File: config.mk
export PLATFORM = sky130hd
export DESIGN_NAME = pc_fetch_unit
export DESIGN_NICKNAME = d
export VERILOG_FILES = /design/src/rtl/pc_fetch_unit_pkg.sv /design/src/rtl/pc_target_calc.sv /design/src/rtl/pc_fetch_unit.sv
export SDC_FILE = /design/constraint.sdc
export NUM_CORES = 1
export LEC_CHECK = 0
export ABC_AREA = 1
export CAP_MARGIN = 30
export CORE_AREA = 2 2 149 151
export CTS_BUF_LIST = sky130_fd_sc_hd__clkbuf_4 sky130_fd_sc_hd__clkbuf_8 sky130_fd_sc_hd__clkbuf_16
export DETAILED_ROUTE_END_ITERATION = 8
export DIE_AREA = 0 0 151 153
export GPL_ROUTABILITY_DRIVEN = 0
export GPL_TIMING_DRIVEN = 0
export HOLD_SLACK_MARGIN = 0.1
export PLACE_DENSITY = 0.76
export SYNTH_ARGS = -nofsm -noshare
export SYNTH_HDL_FRONTEND = slang
export SYNTH_SLANG_ARGS = --single-unit
File: constraint.sdc
create_clock -name clk -period 5.1 [get_ports clk]
set_input_delay 1.02 -clock clk [delete_from_list [all_inputs] [get_ports clk]]
set_output_delay 1.02 -clock clk [all_outputs]
set_load 0.01 [all_outputs]
File: src/rtl/pc_fetch_unit_pkg.sv
// Shared types and constants for the program-counter fetch unit.
package pc_pkg;

  typedef enum logic [1:0] {
    PC_SEQ    = 2'b00,
    PC_BRANCH = 2'b01,
    PC_JALR   = 2'b10,
    PC_TRAP   = 2'b11
  } pc_src_e;

  typedef enum logic [1:0] {
    BOOT = 2'b00,
    RUN  = 2'b01,
    HALT = 2'b10
  } state_e;

  localparam int unsigned ILEN_BYTES = 4;

endpackage

File: src/rtl/pc_target_calc.sv
// Combinational next-PC target mux with instruction-alignment check.
module pc_target_calc
  import pc_pkg::*;
#(
  parameter int unsigned XLEN = 32
) (
  input  logic [XLEN-1:0] pc,
  input  logic [1:0]      pc_src,
  input  logic [XLEN-1:0] imm,
  input  logic [XLEN-1:0] rs1_val,
  input  logic [XLEN-1:0] trap_vec,
  output logic [XLEN-1:0] target,
  output logic            misaligned
);

  logic [XLEN-1:0] jalr_sum;
  pc_src_e         src;

  assign src      = pc_src_e'(pc_src);
  assign jalr_sum = rs1_val + imm;

  always_comb begin
    target = pc + XLEN'(ILEN_BYTES);
    unique case (src)
      PC_SEQ:    target = pc + XLEN'(ILEN_BYTES);
      PC_BRANCH: target = pc + imm;
      PC_JALR:   target = {jalr_sum[XLEN-1:1], 1'b0};
      PC_TRAP:   target = trap_vec;
      default:   target = pc + XLEN'(ILEN_BYTES);
    endcase
  end

  // The trap vector is trusted; only computed targets are checked.
  assign misaligned = (src != PC_TRAP) && (target[1:0] != 2'b00);

endmodule

File: src/rtl/pc_fetch_unit.sv
// Program-counter register, fetch handshake FSM, misalignment capture and fetch counter.
module pc_fetch_unit
  import pc_pkg::*;
#(
  parameter int unsigned     XLEN         = 32,
  parameter logic [XLEN-1:0] RESET_VECTOR = '0,
  parameter int unsigned     CNT_W        = 32
) (
  input  logic             clk,
  input  logic             reset_n,
  input  logic             stall,
  input  logic             redirect_valid,
  input  logic [1:0]       pc_src,
  input  logic [XLEN-1:0]  imm,
  input  logic [XLEN-1:0]  rs1_val,
  input  logic [XLEN-1:0]  trap_vec,
  input  logic             fetch_ready,
  output logic             fetch_valid,
  output logic [XLEN-1:0]  pc_out,
  output logic [XLEN-1:0]  pc_plus_4,
  output logic             misalign_err,
  output logic [XLEN-1:0]  bad_addr,
  output logic [CNT_W-1:0] fetch_count
);

  state_e          state;
  logic [XLEN-1:0] target;
  logic            misaligned;
  logic            redirect;
  logic            trap_redirect;
  logic            handshake;

  pc_target_calc #(
    .XLEN(XLEN)
  ) u_target_calc (
    .pc        (pc_out),
    .pc_src    (pc_src),
    .imm       (imm),
    .rs1_val   (rs1_val),
    .trap_vec  (trap_vec),
    .target    (target),
    .misaligned(misaligned)
  );

  assign pc_plus_4     = pc_out + XLEN'(ILEN_BYTES);
  assign redirect      = redirect_valid && (pc_src_e'(pc_src) != PC_SEQ);
  assign trap_redirect = redirect_valid && (pc_src_e'(pc_src) == PC_TRAP);
  assign handshake     = fetch_valid && fetch_ready;

  always_ff @(posedge clk or negedge reset_n) begin
    if (!reset_n) begin
      state        <= BOOT;
      pc_out       <= RESET_VECTOR;
      fetch_valid  <= 1'b0;
      misalign_err <= 1'b0;
      bad_addr     <= '0;
      fetch_count  <= '0;
    end else begin
      // A redirect still counts the handshake made in the same cycle.
      if (handshake) begin
        fetch_count <= fetch_count + CNT_W'(1);
      end
      unique case (state)
        BOOT: begin
          state       <= RUN;
          fetch_valid <= 1'b1;
        end
        RUN: begin
          if (redirect) begin
            if (misaligned) begin
              state        <= HALT;
              fetch_valid  <= 1'b0;
              misalign_err <= 1'b1;
              bad_addr     <= target;
            end else begin
              pc_out <= target;
            end
          end else if (stall) begin
            pc_out <= pc_out;
          end else if (handshake) begin
            pc_out <= pc_plus_4;
          end
        end
        HALT: begin
          if (trap_redirect) begin
            state        <= RUN;
            fetch_valid  <= 1'b1;
            misalign_err <= 1'b0;
            pc_out       <= trap_vec;
          end
        end
        default: begin
          state       <= BOOT;
          fetch_valid <= 1'b0;
        end
      endcase
    end
  end

endmodule

Word-level counts from Yosys, hierarchy flattened
Index checks and enable logic that the tools add are counted.

storage, ports and cells
  flip-flop bits (word level) = 100
  bits in latches = 0
  RAM bits = 0
  memory bits (read-only) = 0
  input port bits = 103
  output and inout port bits = 130
  word-level logic and storage cells = 54
  memories = 0

operators by class
  add/sub/neg operators = 4
  $mul = 0
  divide/modulo/power cells = 0
  order comparisons = 0
  eq/ne operators = 12
  shifts and indexed selects = 0
  multiplexer cells = 19
  bitwise operators = 0
  reductions and logical operators = 13

operators with widths
  kind                     count
  $mux W32                 5
  $pmux W32 S4             1
  $add A32 B32 Y32         2
  $pmux W32 S2             1
  $add A32 B1 Y32 const B  1
  $add A32 B3 Y32 const B  1
  $ne A3 B3 Y1 const B     3
  $ne A2 B2 Y1 const B     4
  $eq A2 B2 Y1 const B     3
  $mux W1                  6
  $mux W2                  3
  $pmux W2 S3              1
  $reduce_and A3 Y1        2
  $reduce_bool A2 Y1       3
  $reduce_and A5 Y1        1
  $eq A2 B1 Y1 const B     2
  $logic_and A1 B1 Y1      4
  $logic_not A2 Y1         2
  $reduce_and A4 Y1        1
  $pmux W1 S3              1
  $pmux W1 S2              1

Depth between registers and ports, before layout
  depth in word-level cells = 7
  mapped depth = 18
  gate-level depth less buffers = 18

Hierarchy
Synthesis repeated with hierarchy kept, for this count alone.

second synthesis, totals
  cells, all modules = 2175
  area total of the unflattened synthesis = 12229.2 µm²

modules (own cells, without submodules)
  module          instances  cells an instance  area each (µm²)  seq. area each (µm²)
  pc_target_calc  1          1295               6133.4           0.0
  pc_fetch_unit   1          880                6095.8           2477.4

Least setup slack after synthesis
OpenSTA, ideal clock, no wires.

  path kind = in2reg
  from = input imm[0]
  to = register pc_out[10]
  setup time = 0.128 ns
  arrival time = 2.771 ns
  required time = 4.972 ns
  path slack = 2.201 ns
  stages on the path = 14
  path buffers = 2
  cell sequence = ha_1 -> fa_1 -> o21ai_1 -> o21ai_0 -> o22ai_2 -> nand2_2 -> nand4_4 -> nand2_2 -> inv_2 -> nand2_2 -> buf_6 -> buf_6 -> nor2_1 -> a22oi_1

between the ends
  word-level cells in the longest chain between the ends = 6
  elaborated cells on any way between the ends = 10
  classes of those cells = add/sub: 2; eq/ne: 1; mux: 4; reduce/logical: 3

RTL lines
  element                              RTL line                                    source
  start: declaration                   pc_fetch_unit.sv:14                         input logic [XLEN-1:0] imm,
  $add A32 B32 Y32 (on tied branches)  pc_target_calc.sv:26, pc_target_calc.sv:20
  $pmux W32 S4 (*)                     pc_target_calc.sv:24                        unique case (src)
  $reduce_bool A2 Y1                   pc_target_calc.sv:34                        assign misaligned = (src != PC_TRAP) && (target[1:0] != 2'b00);
  $logic_and A1 B1 Y1                  pc_target_calc.sv:34
  $ne A3 B3 Y1 (no source line)        n/a
  $reduce_and A5 Y1 (no source line)   n/a
  end signal: assignment               pc_fetch_unit.sv:76                         pc_out <= target;
  end signal: assignment               pc_fetch_unit.sv:79                         pc_out <= pc_out;
  end signal: assignment               pc_fetch_unit.sv:81                         pc_out <= pc_plus_4;
  end: declaration                     pc_fetch_unit.sv:19                         output logic [XLEN-1:0] pc_out,

Every way passes the cells marked *; elsewhere a longest branch is shown, timed or not. The select of a mux whose other input is x is not followed.
A chain may end at the register's enable or synchronous reset.

Worst setup path in the final report
  from = register pc_out[2]
  to = output pc_plus_4[20]

between the ends
  word-level cells in the longest chain between the ends = 1

RTL lines
  element           RTL line             source
  $add A32 B3 Y32   n/a
  end: declaration  pc_fetch_unit.sv:20  output logic [XLEN-1:0] pc_plus_4,

Every way passes these cells.

==> impl_results.md <==
- Setup ws final: 964 ps
- Routed WL: 40700 um
- RSZ-0062 raised after global routing: false
- Diode count: 0
- Synthesized area: 10600 sq um
- Final setup violating endpoints: 0
- Worst-Margin Slew: 686 ps
- DP HPWL: 33500 um
- DRC: 0
- Most common cell in the synthesized netlist: nand2_1
- Number of flops mapped to enable cells by yosys: 0
- Asr flop ratio synth: 100%
- DIE WIDTH: 151 um
- Most instantiated cells after synthesis: nand2_1 (599), inv_1 (240), nor2_1 (150), nand3_1 (125), dfrtp_1 (99)
- Pin count of the biggest net entering global routing: 70
- Gate Count Post-Synth: 1731
- Reg2Reg Depth: 11
- # rows: 54
- Vias in the first global route: 11500
- Pleak: 7.00 nW
- Dominant synthesized flop cell: dfrtp_1
- CP max FO: 7
- Critical Path RT: 4080 ps
- FF+latch area: 2480 sq um
- Vias: 12700
- Reg-to-reg startpoint: fetch_valid
- IO Count: 233
- Max Freq: 242 MHz
- Total gr overflow: 0
- ANT nets after route: 0
- TritonCTS Sinks: 99
- Setup crit end: pc_plus_4[20]
- Post-synthesis sequential area ratio: 23.4%
- Worst Hold Class: register to register
- Worst skew pair latency: 350 ps
- Core area: 21500 sq um
- Area share of the leading cell type in the synthesized netlist: 23.4%
- Fin area: 13600 sq um
- Number of synthesized register bits: 99
- Final hold violation count: 0
- # resized after CTS: 0
- Worst Setup End Kind: output pin
- H-tree Lvls: 3
- First-pass DRT Iterations: 7
- Placement Setup Slack: 1230 ps
- Worst slew margin: 54.2%
- Area after DPL: 13300 sq um
- CP Launch Type: register
- Synth cell types: 53
- Max Cap Viol: 0
- Deepest clock path buffer count: 2
- CP Data Arrival Time: 3120 ps
- TritonCTS clock tree: built
- Nets: 2146
- Initial antenna violation count: 0
- CTS root buf: clkbuf_16
- Hold bufs inserted after CTS: 0
- Synthesized net count: 1902
- Yosys top cell by area: dfrtp_1
- Num CTS Buffers: 9
- Die Area: 23100 sq um
- Period utilization: 81.1%
- Post-CTS Setup Bufs: 0
- Crit path time final: 4140 ps
- Syn_area_per_cell: 6.12 sq um
- Fillcell total: 2045
- Port Buffers: 232
- Slew Limit Fails: 0
- Pwr Density: 448 nW/um^2
- P&R area growth vs syn: 28.5%
- Reg-to-Reg End: pc_out[0]
- DRT iter0 DRCs: 1796
- Die H: 153 um
- Vias per inst: 5.64
- Worst IR drop on VDD: 0.388 mV
- Worst-path clk slew: 70 ps
- Initial core utilization: 49.3%
- R2r setup slk: 2250 ps
- Tot GR Track Use: 34.7%
- Multi-input gate area: 7020 sq um
- Layout cell share with drive strength beyond 1: 4.65%
- Synthesis warning total: 0
- Clk_skew: 8.38 ps
- DR WL/cell: 18.0 um
- Kind of critical path: register to output pin
- Setup crit start: pc_out[2]
- Status: finished, final reports clean
- Largest cells by area after synthesis: dfrtp_1 (23%), nand2_1 (21%), inv_1 (8.5%)
- First-pass GRT wire length: 61900 um
-- metrics by stage --
step,cells,power [mW],TNS [ps],hold slack (ps),util [%]
after floorplan,1731,3.56,0,504,-
after global placement,2243,5.14,-83090,463,61.7
after detailed placement,2244,5.21,0,462,61.8
after CTS,2260,5.98,0,476,63.3
after global routing,2260,6.49,0,497,63.3
final,2260,6.09,0,474,63.3
-- state kept, by name (all words and copies together), names as in the netlist --
| signal | flops |
|---|---|
| pc_out | 32 |
| misalign_err | 1 |
| fetch_valid | 1 |
| bad_addr | 32 |
| state | 1 |
| fetch_count | 32 |
-- logic make-up after synthesis --
| group | after synthesis | share of synthesized area [%] |
|---|---|---|
| compound gates | 223 | 11.7 |
| fa+ha+maj | 68 | 8.18 |
| simple gates | 1002 | 41.4 |
| mux | 2 | 0.213 |
| buf+inv | 279 | 10.2 |
| xor+xnor | 58 | 4.87 |
| flops | 99 | 23.4 |
-- placed cells by master (no fill, tap or decap), types with 10 or more instances in the layout --
cell             instances
nand3b_1                16
dfrtp_1                 99
nor3_1                  24
nand2_1                599
ha_1                    66
or2_2                   14
xnor2_1                 11
a21oi_1                 80
o21ai_1                 13
xor2_1                  46
a21boi_0                10
clkbuf_1                20
nor2_1                 150
nand3_1                125
inv_1                  240
o21bai_1                10
clkdlybuf4s50_1        231
nand4_1                 26
o21ai_0                 81
-- area by class of cell --
| class | count | area share, % |
|---|---|---|
| repair buffers | 233 | 17.3 |
| plain buffers | 33 | 1.18 |
| flip-flops and latches | 99 | 18.2 |
| well taps | 280 | 2.58 |
| clock inverters | 6 | 0.561 |
| clock buffers | 10 | 1.76 |
| multi-input cells | 1353 | 51.7 |
| inverters | 246 | 6.79 |
-- power by group --
group	internal (mW)	switching (mW)	total (mW)
clock	0.404	0.334	0.738
sequential	1.05	0.408	1.46
combinational	1.61	2.28	3.89
-- critical path: stages (launching register included) --
cell and delay (ps):
dfrtp_1 530, ha_1 240, inv_1 110, nor2_4 190, nand4_1 100, nor2_1 240, nand4_2 190, nor2_2 220
xor2_1 330, clkdlybuf4s50_1 610
-- worst min path at each step --
stage                         start         endpoint  slack [ps]  cells past startpoint
global placement       bad_addr[15]     bad_addr[15]         460                      2
floorplan           fetch_count[31]  fetch_count[31]         500                      1
global route           bad_addr[26]     bad_addr[26]         500                      2
CTS                 fetch_count[31]  fetch_count[31]         480                      1
finish              fetch_count[31]  fetch_count[31]         470                      1
detailed placement  fetch_count[31]  fetch_count[31]         460                      1
-- metal layers --
layer / wire length, um / vias to the layer above / track usage, %
met5: 0 / - / 0
met4: 2070 / 0 / 15.4
met3: 5430 / 137 / 8.39
met2: 16600 / 923 / 50.3
met1: 16600 / 5662 / 48.8
li1: - / 6025 / -
Note: power is estimated with default switching activity, not from simulation.
